===== config.mk =====
export PLATFORM = sky130hd
export DESIGN_NAME = sdcard_block_reader
export DESIGN_NICKNAME = d
export VERILOG_FILES = /design/src/rtl/sdcard_pkg.sv /design/src/rtl/sdcard_block_reader_apb_master_port.sv /design/src/rtl/sdcard_block_reader.sv
export SDC_FILE = /design/constraint.sdc
export NUM_CORES = 1
export LEC_CHECK = 0
export BUFFER_PORTS_ARGS = -buffer_cell sky130_fd_sc_hd__clkbuf_2
export CAP_MARGIN = 20
export CORE_MARGIN = 1.5
export CORE_UTILIZATION = 45
export DETAILED_ROUTE_END_ITERATION = 8
export PLACE_DENSITY_LB_ADDON = 0.15
export SYNTH_ARGS = -nofsm -noshare
export SYNTH_HDL_FRONTEND = slang
export SYNTH_SLANG_ARGS = --single-unit

===== constraint.sdc =====
create_clock -name clk -period 3.3 [get_ports clk]
set_input_delay 0.66 -clock clk [delete_from_list [all_inputs] [get_ports clk]]
set_output_delay 0.66 -clock clk [all_outputs]
set_load 0.02 [all_outputs]

===== src/rtl/sdcard_pkg.sv =====
// Shared definitions for the SD-card sector reader: register map, command word,
// status bit positions and the state encodings of the reader and its APB port.
package sdcard_pkg;

    localparam logic [4:0]  ARG_ADDR             = 5'h04;
    localparam logic [4:0]  CMD_ADDR             = 5'h00;
    localparam logic [4:0]  FIFO_ADDR            = 5'h18;
    localparam logic [31:0] READ_CMD             = 32'h0000_0951;
    localparam int          BUSY_BIT             = 14;
    localparam int          ERR_BIT              = 15;
    localparam int          WORDS                = 128;
    localparam logic [23:0] DEFAULT_POLL_TIMEOUT = 24'd10_000_000;

    typedef enum logic [2:0] {
        ST_IDLE,
        ST_WR_ARG,
        ST_WR_CMD,
        ST_POLL,
        ST_DRAIN,
        ST_FIN
    } reader_state_t;

    typedef enum logic [1:0] {
        APB_IDLE,
        APB_SETUP,
        APB_ACCESS
    } apb_state_t;

    function automatic logic is_last_word(input logic [6:0] cnt);
        return cnt == 7'(WORDS - 1);
    endfunction

endpackage


===== src/rtl/sdcard_block_reader_apb_master_port.sv =====
// Single-transfer APB master: a start pulse launches one SETUP/ACCESS pair and
// done/rdata/err report the result combinationally in the PREADY cycle.
module apb_master_port
    import sdcard_pkg::*;
(
    input  logic        clk,
    input  logic        reset_n,
    input  logic        start,
    input  logic [4:0]  addr,
    input  logic [31:0] wdata,
    input  logic        write,
    output logic        busy,
    output logic        done,
    output logic [31:0] rdata,
    output logic        err,
    output logic [4:0]  apb_PADDR,
    output logic        apb_PSEL,
    output logic        apb_PENABLE,
    output logic        apb_PWRITE,
    output logic [31:0] apb_PWDATA,
    input  logic [31:0] apb_PRDATA,
    input  logic        apb_PREADY,
    input  logic        apb_PSLVERROR
);

    apb_state_t state, next_state;
    logic [4:0]  paddr_q;
    logic [31:0] pwdata_q;
    logic        pwrite_q;

    always_ff @(posedge clk or negedge reset_n) begin
        if (!reset_n) state <= APB_IDLE;
        else          state <= next_state;
    end

    always_comb begin
        next_state = state;
        case (state)
            APB_IDLE:   if (start) next_state = APB_SETUP;
            APB_SETUP:  next_state = APB_ACCESS;
            APB_ACCESS: if (apb_PREADY) next_state = APB_IDLE;
            default:    next_state = APB_IDLE;
        endcase
    end

    // Address/data/direction are captured once so they stay stable until PREADY.
    always_ff @(posedge clk or negedge reset_n) begin
        if (!reset_n) begin
            paddr_q  <= '0;
            pwdata_q <= '0;
            pwrite_q <= 1'b0;
        end else if (start && state == APB_IDLE) begin
            paddr_q  <= addr;
            pwdata_q <= wdata;
            pwrite_q <= write;
        end
    end

    always_comb begin
        busy        = (state != APB_IDLE);
        apb_PSEL    = (state != APB_IDLE);
        apb_PENABLE = (state == APB_ACCESS);
        apb_PADDR   = paddr_q;
        apb_PWDATA  = pwdata_q;
        apb_PWRITE  = pwrite_q;
        done        = (state == APB_ACCESS) && apb_PREADY;
        rdata       = apb_PRDATA;
        err         = done && apb_PSLVERROR;
    end

endmodule


===== src/rtl/sdcard_block_reader.sv =====
// Sector reader: programs CMD17 into the SD controller over APB, polls for
// completion and streams the 128-word sector out on a valid/ready port.
module sdcard_block_reader
    import sdcard_pkg::*;
#(
    parameter logic [23:0] POLL_TIMEOUT = DEFAULT_POLL_TIMEOUT
) (
    input  logic        clk,
    input  logic        reset_n,
    input  logic        req_valid,
    output logic        req_ready,
    input  logic [31:0] req_lba,
    output logic [4:0]  apb_PADDR,
    output logic        apb_PSEL,
    output logic        apb_PENABLE,
    output logic        apb_PWRITE,
    output logic [31:0] apb_PWDATA,
    input  logic [31:0] apb_PRDATA,
    input  logic        apb_PREADY,
    input  logic        apb_PSLVERROR,
    output logic        out_valid,
    output logic [31:0] out_data,
    output logic        out_last,
    input  logic        out_ready,
    output logic        done,
    output logic        error
);

    reader_state_t state, next_state;
    logic          abort_now;
    logic [31:0]   lba_q;
    logic [6:0]    word_cnt;
    logic [23:0]   tmo_cnt;
    logic          out_valid_q;
    logic [31:0]   out_data_q;
    logic          err_q;
    logic          armed;
    logic          stream_hs;

    logic          m_start, m_write, m_busy, m_done, m_err;
    logic [4:0]    m_addr;
    logic [31:0]   m_wdata, m_rdata;

    apb_master_port u_apb (
        .clk           (clk),
        .reset_n       (reset_n),
        .start         (m_start),
        .addr          (m_addr),
        .wdata         (m_wdata),
        .write         (m_write),
        .busy          (m_busy),
        .done          (m_done),
        .rdata         (m_rdata),
        .err           (m_err),
        .apb_PADDR     (apb_PADDR),
        .apb_PSEL      (apb_PSEL),
        .apb_PENABLE   (apb_PENABLE),
        .apb_PWRITE    (apb_PWRITE),
        .apb_PWDATA    (apb_PWDATA),
        .apb_PRDATA    (apb_PRDATA),
        .apb_PREADY    (apb_PREADY),
        .apb_PSLVERROR (apb_PSLVERROR)
    );

    assign stream_hs = out_valid_q && out_ready;

    always_ff @(posedge clk or negedge reset_n) begin
        if (!reset_n) state <= ST_IDLE;
        else          state <= next_state;
    end

    // Every APB-driven transition happens on the transfer's done cycle, so a
    // state change never orphans a transfer that is still on the bus.
    always_comb begin
        next_state = state;
        abort_now  = 1'b0;
        case (state)
            ST_IDLE:   if (req_valid && req_ready) next_state = ST_WR_ARG;
            ST_WR_ARG: if (m_done) next_state = m_err ? ST_FIN : ST_WR_CMD;
            ST_WR_CMD: if (m_done) next_state = m_err ? ST_FIN : ST_POLL;
            ST_POLL: begin
                if (m_done) begin
                    if (m_err || m_rdata[ERR_BIT])       next_state = ST_FIN;
                    else if (!m_rdata[BUSY_BIT])         next_state = ST_DRAIN;
                    else if (tmo_cnt == POLL_TIMEOUT - 24'd1) next_state = ST_FIN;
                end
            end
            ST_DRAIN: begin
                if (m_done && m_err)                                next_state = ST_FIN;
                else if (stream_hs && is_last_word(word_cnt))       next_state = ST_FIN;
            end
            ST_FIN:    next_state = ST_IDLE;
            default:   next_state = ST_IDLE;
        endcase
        if (next_state == ST_FIN && !(state == ST_DRAIN && !m_done))
            abort_now = 1'b1;
    end

    always_comb begin
        req_ready = (state == ST_IDLE) && armed;
        done      = (state == ST_FIN);
        error     = (state == ST_FIN) && err_q;
        out_valid = out_valid_q;
        out_data  = out_data_q;
        out_last  = out_valid_q && is_last_word(word_cnt);
        m_start   = 1'b0;
        m_addr    = CMD_ADDR;
        m_wdata   = '0;
        m_write   = 1'b0;
        case (state)
            ST_WR_ARG: begin
                m_addr  = ARG_ADDR;
                m_wdata = lba_q;
                m_write = 1'b1;
                m_start = !m_busy;
            end
            ST_WR_CMD: begin
                m_wdata = READ_CMD;
                m_write = 1'b1;
                m_start = !m_busy;
            end
            ST_POLL:  m_start = !m_busy;
            ST_DRAIN: begin
                m_addr  = FIFO_ADDR;
                m_start = !m_busy && !out_valid_q;
            end
            default: ;
        endcase
    end

    // A pending word blocks further FIFO reads, which makes the output register a single-entry skid.
    always_ff @(posedge clk or negedge reset_n) begin
        if (!reset_n) begin
            armed       <= 1'b0;
            lba_q       <= '0;
            word_cnt    <= '0;
            tmo_cnt     <= '0;
            out_valid_q <= 1'b0;
            out_data_q  <= '0;
            err_q       <= 1'b0;
        end else begin
            armed <= 1'b1;
            if (state == ST_IDLE && req_valid && req_ready) begin
                lba_q    <= req_lba;
                word_cnt <= '0;
                err_q    <= 1'b0;
            end
            if (abort_now)
                err_q <= 1'b1;
            if (state == ST_WR_CMD && next_state == ST_POLL)
                tmo_cnt <= '0;
            else if (state == ST_POLL && m_done && next_state == ST_POLL)
                tmo_cnt <= tmo_cnt + 24'd1;
            if (state == ST_DRAIN && m_done && !m_err) begin
                out_valid_q <= 1'b1;
                out_data_q  <= m_rdata;
            end else if (stream_hs) begin
                out_valid_q <= 1'b0;
                word_cnt    <= word_cnt + 7'd1;
            end
        end
    end

endmodule


# Word level (Yosys, flattened, before mapping)
# Cells that the tools add are included.
dict set report word_totals {
  ram_bits 0
  wordCells 91
  latch_bits 0
  mem_bits_ro 0
  output_inout_bits 77
  regBits 141
  mem_count 0
}
dict set report op_classes {
  eq_ne 13
  mul 0
  bitwise_logic 0
  div_mod_pow 0
  n_addsub 2
  n_reduce_logical 35
  shift 0
  n_lt_le_gt_ge 0
  n_mux 29
}
# cell n
set ops {}
lappend ops {{$pmux 32 s2} 1}
lappend ops {{$mux 24} 2}
lappend ops {{$mux 3} 11}
lappend ops {{$add 24x1->24 const B} 1}
lappend ops {{$eq 24x24->1 const B} 1}
lappend ops {{$mux 7} 3}
lappend ops {{$logic_and 1x1->1} 20}
lappend ops {{$pmux 3 s5} 1}
lappend ops {{$pmux 5 s2} 1}
lappend ops {{$eq 3x2->1 const B} 3}
lappend ops {{$eq 3x3->1 const B} 3}
lappend ops {{$reduce_bool 2->1} 4}
lappend ops {{$add 7x1->7 const B} 1}
lappend ops {{$eq 7x7->1 const B} 1}
lappend ops {{$mux 1} 6}
lappend ops {{$pmux 2 s3} 1}
lappend ops {{$logic_not 1->1} 5}
lappend ops {{$mux 2} 2}
lappend ops {{$ne 2x1->1 const B} 2}
lappend ops {{$eq 3x1->1 const B} 1}
lappend ops {{$logic_not 3->1} 1}
lappend ops {{$reduce_or 3->1} 1}
lappend ops {{$eq 2x1->1 const B} 1}
lappend ops {{$eq 2x2->1 const B} 1}
lappend ops {{other kinds (5)} 5}

# Longest topological paths before layout
# Gate-level depths: netlist (run 1).
dict set report logic_depth {
  word_depth 11
  depth_mapped 8
}

# By module
# Synthesis (run 1) repeated with hierarchy kept, for this count alone.
dict set report unflattened {
  cells_unflattened 623
  hier_area_um2 6623.9
}
# module instances area_each_um2 seq_area_each_um2 cells_each
set modules_own_cells {}
lappend modules_own_cells {sdcard_block_reader 1 4864.7 2527.4 501}
lappend modules_own_cells {apb_master_port 1 1759.2 1001.0 122}

# Least setup slack after synthesis (run 1)
# No wires, ideal clock.
dict set report synth_path {
  kind {register -> register}
  from {register state[1]}
  to {register tmo_cnt[0]}
  setup_time_ps 128
  path_buffers 2
  stages_incl_launch_ff 9
  period_less_slack_ps 2550
  arrival_time_ps 2423
  t_required_ps 3172
  setup_slack_ps 750
  cell_sequence {dfrtp_1 > buf_1 > nor4b_1 > nand2_1 > o21a_1 > nand3_1 > nand4_2 > buf_6 > mux2_1}
}
dict set report synth_between {
  elab_chain_cells 8
  elab_cells_between_ends 23
  classes_between {5 x eq/ne; 11 x mux; 7 x reduce/logical}
}
# element line
set synth_lines {}
lappend synth_lines {{from (decl)} sdcard_block_reader.sv:29} ;# reader_state_t state, next_state;
lappend synth_lines {{from (signal assigned)} sdcard_block_reader.sv:69} ;# else state <= next_state;
lappend synth_lines {{$logic_not 3->1 *} sdcard_block_reader.sv:100} ;# req_ready = (state == ST_IDLE) && armed;
lappend synth_lines {{$logic_and 1x1->1 *} sdcard_block_reader.sv:100}
lappend synth_lines {{via req_ready} sdcard_block_reader.sv:11} ;# output logic req_ready,
lappend synth_lines {{$logic_and 1x1->1 *} sdcard_block_reader.sv:78} ;# ST_IDLE: if (req_valid && req_ready) next_state = ST_WR_ARG;
lappend synth_lines {{$mux 3 *} sdcard_block_reader.sv:78}
lappend synth_lines {{$pmux 3 s5 *} sdcard_block_reader.sv:77} ;# case (state)
lappend synth_lines {{via next_state[0]} sdcard_block_reader.sv:29}
lappend synth_lines {{$eq 3x2->1 *} {sdcard_block_reader.sv:150, sdcard_block_reader.sv:152}}
lappend synth_lines {{$logic_and 1x1->1 (on tied branches)} {sdcard_block_reader.sv:150, sdcard_block_reader.sv:152}}
lappend synth_lines {{$mux 24 or $reduce_bool 2->1 (tied branches)} --}
lappend synth_lines {{to (signal assigned)} sdcard_block_reader.sv:153} ;# tmo_cnt <= tmo_cnt + 24'd1;
lappend synth_lines {{to (decl)} sdcard_block_reader.sv:33} ;# logic [23:0] tmo_cnt;
# Mark *: on every way through the listed nets, which the timed path passes. The rest lies on a longest branch.
# A chain may end at the register's enable or synchronous reset.

# Final worst setup path (run 1)
dict set report layout_path {
  from {register state[2]}
  to {register tmo_cnt[22]}
}
dict set report layout_between {
  elab_chain_cells 8
  elab_cells_between_ends 23
  classes_between {5 x eq/ne; 11 x mux; 7 x reduce/logical}
}
# element line
set layout_lines {}
lappend layout_lines {{$mux 3 or $logic_not 3->1 (tied branches)} {sdcard_block_reader.sv:85, sdcard_block_reader.sv:77, sdcard_block_reader.sv:100}}
lappend layout_lines {{$mux 3 or $logic_and 1x1->1 (tied branches)} {sdcard_block_reader.sv:84, sdcard_block_reader.sv:100}}
lappend layout_lines {{$mux 3 or $logic_and 1x1->1 (tied branches)} {sdcard_block_reader.sv:83, sdcard_block_reader.sv:78}}
lappend layout_lines {{$mux 3 (on tied branches)} {sdcard_block_reader.sv:82, sdcard_block_reader.sv:78}}
lappend layout_lines {{$pmux 3 s5} sdcard_block_reader.sv:77}
lappend layout_lines {{$eq 3x2->1} {sdcard_block_reader.sv:150, sdcard_block_reader.sv:152}}
lappend layout_lines {{$logic_and 1x1->1 (on tied branches)} {sdcard_block_reader.sv:150, sdcard_block_reader.sv:152}}
lappend layout_lines {{$mux 24 or $reduce_bool 2->1 (tied branches)} --}
# Parallel ways exist; a longest one is shown, timed or not.

==> results.md, run 1 <==
- Run status: complete, no violations
- Sequential cell area: 3450 µm²
- Clock-pin slew on the worst setup and hold paths: 60 ps
- Remaining DRCs: 0
- CTS tree: yes
- Power share of the clock group: 30.3%
- Final hold vios: 0
- Share of cells above drive strength 1: 39.8%
- Area contributors post-synth: dfrtp_1 (58%), mux2_2 (13%), a22o_1 (4.0%), nand2_1 (2.3%), o21ai_0 (2.0%)
- Antenna viol nets, final: 0
- Num CTS Buffers: 17
- Max Clk Rate: 0.392 GHz
- Final Max Slew Viols: 0
- Placement Cell Area: 6830 µm²
- Hold buffers post-CTS: 0
- Period utilization: 77.4%
- Crit path required time: 3650 ps
- Synthesized area: 5910 µm²
- First-pass GRT wire length: 21,800 µm
- Largest net degree at the start of global routing: 80
- Drt pass-1 iters: 4
- Iteration-0 DRC Markers: 198
- Worst Path Arrival: 2900 ps
- Core ar.: 12,700 µm²
- GRT overflow: 0
- Period minus WS final: 2550 ps
- CP max FO: 18
- EDFF count, synth: 0
- Number of vias per cell: 5.31
- Number of buffers inserted by post-CTS setup repair: 0
- Synth unique cells: 50
- Initial Util: 46.5%
- Critical Path End Type: flop
- Die Width: 118 µm
- Routed len/inst: 15.9 µm
- Sequential share of power: 39.6%
- Number of nets in the layout: 707
- Register area share after synthesis: 58.4%
- Gate Count Post-Synth: 488
- Finished Cell Area: 7440 µm²
- # port buffers: 144
- Clock skew: 14.7 ps
- Fin util: 58.5%
- Mapped Avg Cell Area: 12.1 µm²
- Net Sw Frac: 34.0%
- Clk sink count: 138
- Ys flop type: dfrtp_1
- Area Growth Syn to Fin: 25.9%
- Number of diodes: 0
- Post-synth top area cell: dfrtp_1
- Fin Setup TNS: 0 ps
- Std cell rows: 41
- Async SR Flop Fraction: 100%
- Worst slew pin tran: 629 ps
- Synth Warn #: 0
- Worst reg2reg path depth: 7
- Die Area: 13,800 µm²
- Relative slew slack: 58.0%
- Post-cts resize count: 0
- Combinational fraction of design power: 30.1%
- #FFs+latches synth: 138
- Final setup fails: 0
- Area of the multi-input gates: 2310 µm²
- Max cap viols: 0
- Fillcell total: 1,106
- Worst IR drop on VDD: 0.504 mV
- PwrDens: 864 nW/µm²
- Vias: 4,354
- Worst-skew pair later-pin latency: 420 ps
- Setup ws final: 747 ps
- Top Ports: 147
- CTS Root Cell: clkbuf_16
- Global Route Usage Sum: 20.1%
- Initial antenna violation count: 0
- Die Y: 118 µm
- Net Sw Power: 2.18 mW
- Int Power: 4.25 mW
- Dpl ws: 791 ps
- RSZ-0062 raised after global routing: no
- Worst Hold Class: input port to asynchronous set/reset pin
- Vias in the first global route: 4,434
- Post-synth top area share: 58.4%
- H-tree depth: 4
- Critical Path Start Type: flop
- Drt total wl: 13,000 µm
- Leakage power: 3.72 nW
- HPWL after DPL: 8830 µm
- Tot Pwr: 6.43 mW
- Kind of critical path: flop to flop
- Placer congestion estimate: 0.866
- Bufs on Longest Clock Path: 2
final timing paths:
check	startpoint	end	slack, ps
max reg2reg	state[2]	tmo_cnt[22]	750
max in group asynchronous	reset_n	u_apb.apb_PWDATA[30]	2270
min in group clk	out_ready	out_valid	470
max	state[2]	tmo_cnt[22]	750
min reg2reg	u_apb.apb_PWDATA[11]	u_apb.apb_PWDATA[11]	480
min	reset_n	out_data[8]	210
logic make-up (layout without fill, tap and decap cells):
group	after synthesis	count (layout)	share of synthesized area, %
AND/OR/NAND/NOR	143	143	13.0
flip-flops	138	138	58.4
AO/OA/AOI/OAI	92	92	11.2
multiplexers	68	68	12.9
buffers and inverters	34	193	2.58
XOR/XNOR	9	9	1.33
adder cells (fa/ha/maj)	2	2	0.423
other	2	3	0.127
flip-flops by register name, indices dropped and copies added, names as in the netlist:
signal,count
state,3
err_q,1
u_apb.state,2
u_apb.apb_PWDATA,32
armed,1
word_cnt,7
tmo_cnt,24
out_valid,1
u_apb.apb_PADDR,2
u_apb.apb_PWRITE,1
out_data,32
lba_q,32
Yosys cell counts, drive strengths merged (2+ instances only):
library cell and n:
a211o 3, a21boi 4, a21o 3, a21oi 10, a22o 27, and2 12, and3 8, buf 10
clkbuf 15, conb 2, dfrtp 138, ha 2, inv 9, mux2 67, nand2 37, nand2b 2
nand3 24, nand3b 2, nand4 5, nor2 14, nor2b 4, nor3 12, nor3b 3, nor4 6
nor4b 3, o21ai 24, o22a 5, o31a 2, o31ai 7, o41ai 2, or3 6, xor2 9
metal layers:
metal	global-route usage, %	part of all wire [%]
met5	0	0
met2	30.1	45
met1	26.5	46
met4	7.47	1.5
met3	7.70	7.9
final cells by class:
cell class                 instances  area share (%)
inverter                           9           0.454
tap                              172            2.89
clock inverter                    15            2.54
multi-input combinational        317            31.1
timing repair buffer             152            10.9
sequential                       138            46.4
clock buffer                      17            5.72
power by group through the flow:
stage / sequential [mW] / combinational (mW) / clock [mW]
global placement: 2.55 / 1.90 / 0
detailed placement: 2.57 / 1.95 / 0
global route: 2.62 / 2.09 / 2.08
floorplan: 2.83 / 1.04 / 0
finish: 2.55 / 1.93 / 1.95
CTS: 2.55 / 1.95 / 2.00
stage by stage:
step,hold slack (ps),instances
global route,243,820
finish,213,820
global placement,465,788
CTS,225,820
detailed placement,465,788
floorplan,364,489
worst max-delay path: stages (launching register included):
cell	delay [ps]
dfrtp_1	580
nand3b_1	320
nor3b_1	290
o41ai_1	150
buf_4	200
or3_1	460
or3_1	350
a21boi_2	130
cell usage in the layout, fill, tap and decap left out, types with 12 or more instances in the layout:
cell,count
and2_1,12
mux2_2,66
nand3_1,22
nand2_1,37
clkbuf_16,17
clkbuf_2,143
a22o_1,27
o21ai_0,24
dfrtp_1,138
nor2_1,14
No activity file was read; power rests on OpenSTA's default activity.
==> inputs of run 2 (changes only) <==
- ABC_AREA: unset -> 1
- clock period: 3.3 -> 2.6 ns (I/O delays scaled with it)
==> results.md, run 2 <==
- Initial Util: 45.8% (was 46.5%)
- CTS tree: yes (unchanged)
- Most common cell after layout, fill and taps aside: nand2_1 (was clkbuf_2)
- Fin Setup TNS: 0 ps (unchanged)
- Top Ports: 147 (unchanged)
- Combinational fraction of design power: 28.4% (was 30.1%)
- Share of cells above drive strength 1: 23.1% (was 39.8%)
- Max Clk Rate: 0.494 GHz
- Worst IR drop on VDD: 0.693 mV (was 0.504 mV)
- Synth unique cells: 42 (was 50)
- H-tree depth: 4 (unchanged)
- Critical Path Start Type: flop (unchanged)
- Drt total wl: 14,500 µm (was 13,000 µm)
- Clock-pin slew on the worst setup and hold paths: 60 ps (about the same)
- GRT overflow: 0 (unchanged)
- Net Sw Frac: 35.6% (was 34.0%)
- Period minus WS final: 2020 ps
- Synthesized area: 6310 µm² (was 5910 µm²)
- #FFs+latches synth: 138 (unchanged)
- CP max FO: 4 (was 18)
- Area Growth Syn to Fin: 24.4% (was 25.9%)
- Final Max Slew Viols: 0 (unchanged)
- Worst slew pin tran: 537 ps (was 629 ps)
- Most frequent cells in the layout: nand2_1 (342), clkbuf_2 (143), dfrtp_1 (138), nand3_1 (62), inv_1 (49) (was clkbuf_2 (143), dfrtp_1 (138), mux2_2 (66), nand2_1 (37), a22o_1 (27))
- Post-synthesis mux area share: 0% (was 12.9%)
- Post-synth top area cell: dfrtp_1 (unchanged)
- Die Area: 14,700 µm² (was 13,800 µm²)
- Worst Path Arrival: 1500 ps (was 2900 ps)
- Routed len/inst: 13.1 µm (was 15.9 µm)
- Ys flop type: dfrtp_1 (unchanged)
- Reg2reg end: tmo_cnt[0] (was tmo_cnt[22])
- Cell with the most instances after synthesis: nand2_1 (was dfrtp_1)
- Critical Path End Type: output port (was flop)
- CTS Root Cell: clkbuf_16 (unchanged)
- Synth Area in Compound Gates: 3.29% (was 11.2%)
- Number of nets in the layout: 984 (was 707)
- Drt pass-1 iters: 4 (unchanged)
- Placer congestion estimate: 0.820 (was 0.866)
- Antenna viol nets, final: 0 (unchanged)
- Sequential cell area: 3450 µm² (unchanged)
- R2r setup slk: 590 ps (was 750 ps)
- Worst setup path start: word_cnt[0] (was state[2])
- Post-synth top area share: 54.7% (was 58.4%)
- Run status: complete, no violations (unchanged)
- Period utilization: 77.8%
- Largest family of logic cells by synthesized area: simple AND/OR/NAND/NOR gates (unchanged)
- List of most frequent post-synthesis cells: nand2_1 (342), dfrtp_1 (138), nand3_1 (62) (was dfrtp_1 (138), mux2_2 (66), nand2_1 (37))
- WL met3: 757 µm (was 1030 µm)
- Remaining DRCs: 0 (unchanged)
- Async SR Flop Fraction: 100% (unchanged)
- Vias in the first global route: 5,137 (was 4,434)
- Number of vias per cell: 4.67 (was 5.31)
- First-pass GRT wire length: 24,500 µm (was 21,800 µm)
- Bufs on Longest Clock Path: 2 (unchanged)
- Simple-gate area share of the yosys netlist: 33.1% (was 13.0%)
- Fin util: 57.0% (was 58.5%)
- Std cell rows: 43 (was 41)
- Synth Warn #: 0 (unchanged)
- EDFF count, synth: 0 (unchanged)
- Die Y: 121 µm (was 118 µm)
- Routed wl met2: 6850 µm (was 5790 µm)
- Int Power: 4.92 mW (was 4.25 mW)
- Synth Area in XOR/XNOR: 2.64% (was 1.33%)
- Sequential share of power: 38.9% (was 39.6%)
- Net Sw Power: 2.72 mW (was 2.18 mW)
- Max cap viols: 0 (unchanged)
- # port buffers: 144 (unchanged)
- Gate Count Post-Synth: 764 (was 488)
- Vias: 5,161 (was 4,354)
- Area of the multi-input gates: 2510 µm² (was 2310 µm²)
- Worst Hold Class: input port to asynchronous set/reset pin (unchanged)
- Kind of critical path: flop to output port (was flop to flop)
- Worst reg2reg path depth: 9 (was 7)
- Uppermost routed layer: met4 (unchanged)
- Clk sink count: 138 (unchanged)
- WL met1: 6650 µm (was 6000 µm)
- Area contributors post-synth: dfrtp_1 (55%), nand2_1 (20%), nand3_1 (4.9%), inv_1 (2.9%), nor2_1 (2.3%) (was dfrtp_1 (58%), mux2_2 (13%), a22o_1 (4.0%), nand2_1 (2.3%), o21ai_0 (2.0%))
- Global Route Usage Sum: 21.2% (was 20.1%)
- Num CTS Buffers: 17 (unchanged)
- Fin cells: 1,104 (was 820)
- HPWL after DPL: 9940 µm (was 8830 µm)
- Largest net degree at the start of global routing: 57 (was 80)
- Final hold vios: 0 (unchanged)
- Number of buffers inserted by post-CTS setup repair: 0 (unchanged)
- Leakage power: 4.45 nW (was 3.72 nW)
- Hold buffers post-CTS: 0 (unchanged)
- Clock skew: 5.33 ps (was 14.7 ps)
- Die Width: 121 µm (was 118 µm)
- Inst Count DP: 1,073 (was 788)
- Number of diodes: 0 (unchanged)
- Iteration-0 DRC Markers: 249 (was 198)
- Core ar.: 13,800 µm² (was 12,700 µm²)
- RSZ-0062 raised after global routing: no (unchanged)
- Post-Synth Adder-Cell Area: 0.396% (was 0.423%)
- Power share of the clock group: 32.7% (was 30.3%)
- Post-cts resize count: 0 (unchanged)
- Worst-skew pair later-pin latency: 420 ps (about the same)
- Fillcell total: 1,320 (was 1,106)
- Mapped Avg Cell Area: 8.26 µm² (was 12.1 µm²)
- Crit path required time: 2080 ps (was 3650 ps)
- Relative slew slack: 64.0% (was 58.0%)
- PwrDens: 973 nW/µm² (was 864 nW/µm²)
- Final setup fails: 0 (unchanged)
- Initial antenna violation count: 0 (unchanged)
- Register area share after synthesis: 54.7% (was 58.4%)
- RR Startpoint: state[1] (was state[2])
## run 2: per-layer routing
| layer | vias up | GRT usage (%) |
|---|---|---|
| met4 | 0 | 6.91 |
| met5 | - | 0 |
| met3 | 17 | 5.92 |
| met2 | 102 | 34.4 |
| met1 | 2369 | 27.3 |
| li1 | 2673 | - |
## run 2: cells by family (layout without fill, tap and decap cells)
| family | count (synthesis) | count (layout) |
|---|---|---|
| buffers and inverters | 84 | 243 |
| other | 2 | 3 |
| AOI/OAI and AO/OA | 34 | 34 |
| DFF | 138 | 138 |
| xor gates and xnor gates | 19 | 19 |
| and+or+nand+nor | 485 | 485 |
| adders and majority gates | 2 | 2 |
## run 2: power by group through the flow
stage / logic (mW) / clock network [mW] / registers [mW]
floorplan: 1.17 / 0 / 3.25
global placement: 2.18 / 0 / 2.99
detailed placement: 2.20 / 0 / 3.00
CTS: 2.21 / 2.55 / 2.97
global route: 2.43 / 2.64 / 3.04
finish: 2.17 / 2.50 / 2.97
## run 2: final cells by class
| type | count | share of cell area, % |
|---|---|---|
| Timing Repair Buffer | 156 | 10.7 |
| Tap cell | 180 | 2.87 |
| Sequential cell | 138 | 44.0 |
| Clock buffer | 22 | 6.04 |
| Clock inverter | 9 | 1.75 |
| Inverter | 56 | 2.72 |
| Multi-Input combinational cell | 543 | 31.9 |
## run 2: worst max-delay path: stages (launching register included)
cell and delay (ps):
dfrtp_1 390, ha_1 230, nand4_1 100, nor2_1 160, clkbuf_2 200
## run 2: per-stage QoR
stage / hold slack [ps] / worst slack, ps / cell area [µm²] / power [mW]
after floorplan: 224 / 878 / 6320 / 4.42
after CTS: 61.1 / 559 / 7850 / 7.74
after global routing: 79.3 / 326 / 7850 / 8.11
after detailed placement: 454 / 592 / 7240 / 5.20
after global placement: 450 / 590 / 7240 / 5.17
final: 46.8 / 577 / 7850 / 7.64
## run 2: worst max-delay path by stage
stage             endpoint  slack, ps
2_1_floorplan  tmo_cnt[18]        880
3_3_place_gp    tmo_cnt[0]        590
3_5_place_dp    tmo_cnt[0]        590
4_1_cts         tmo_cnt[0]        560
5_1_grt         tmo_cnt[0]        330
6_report          out_last        580
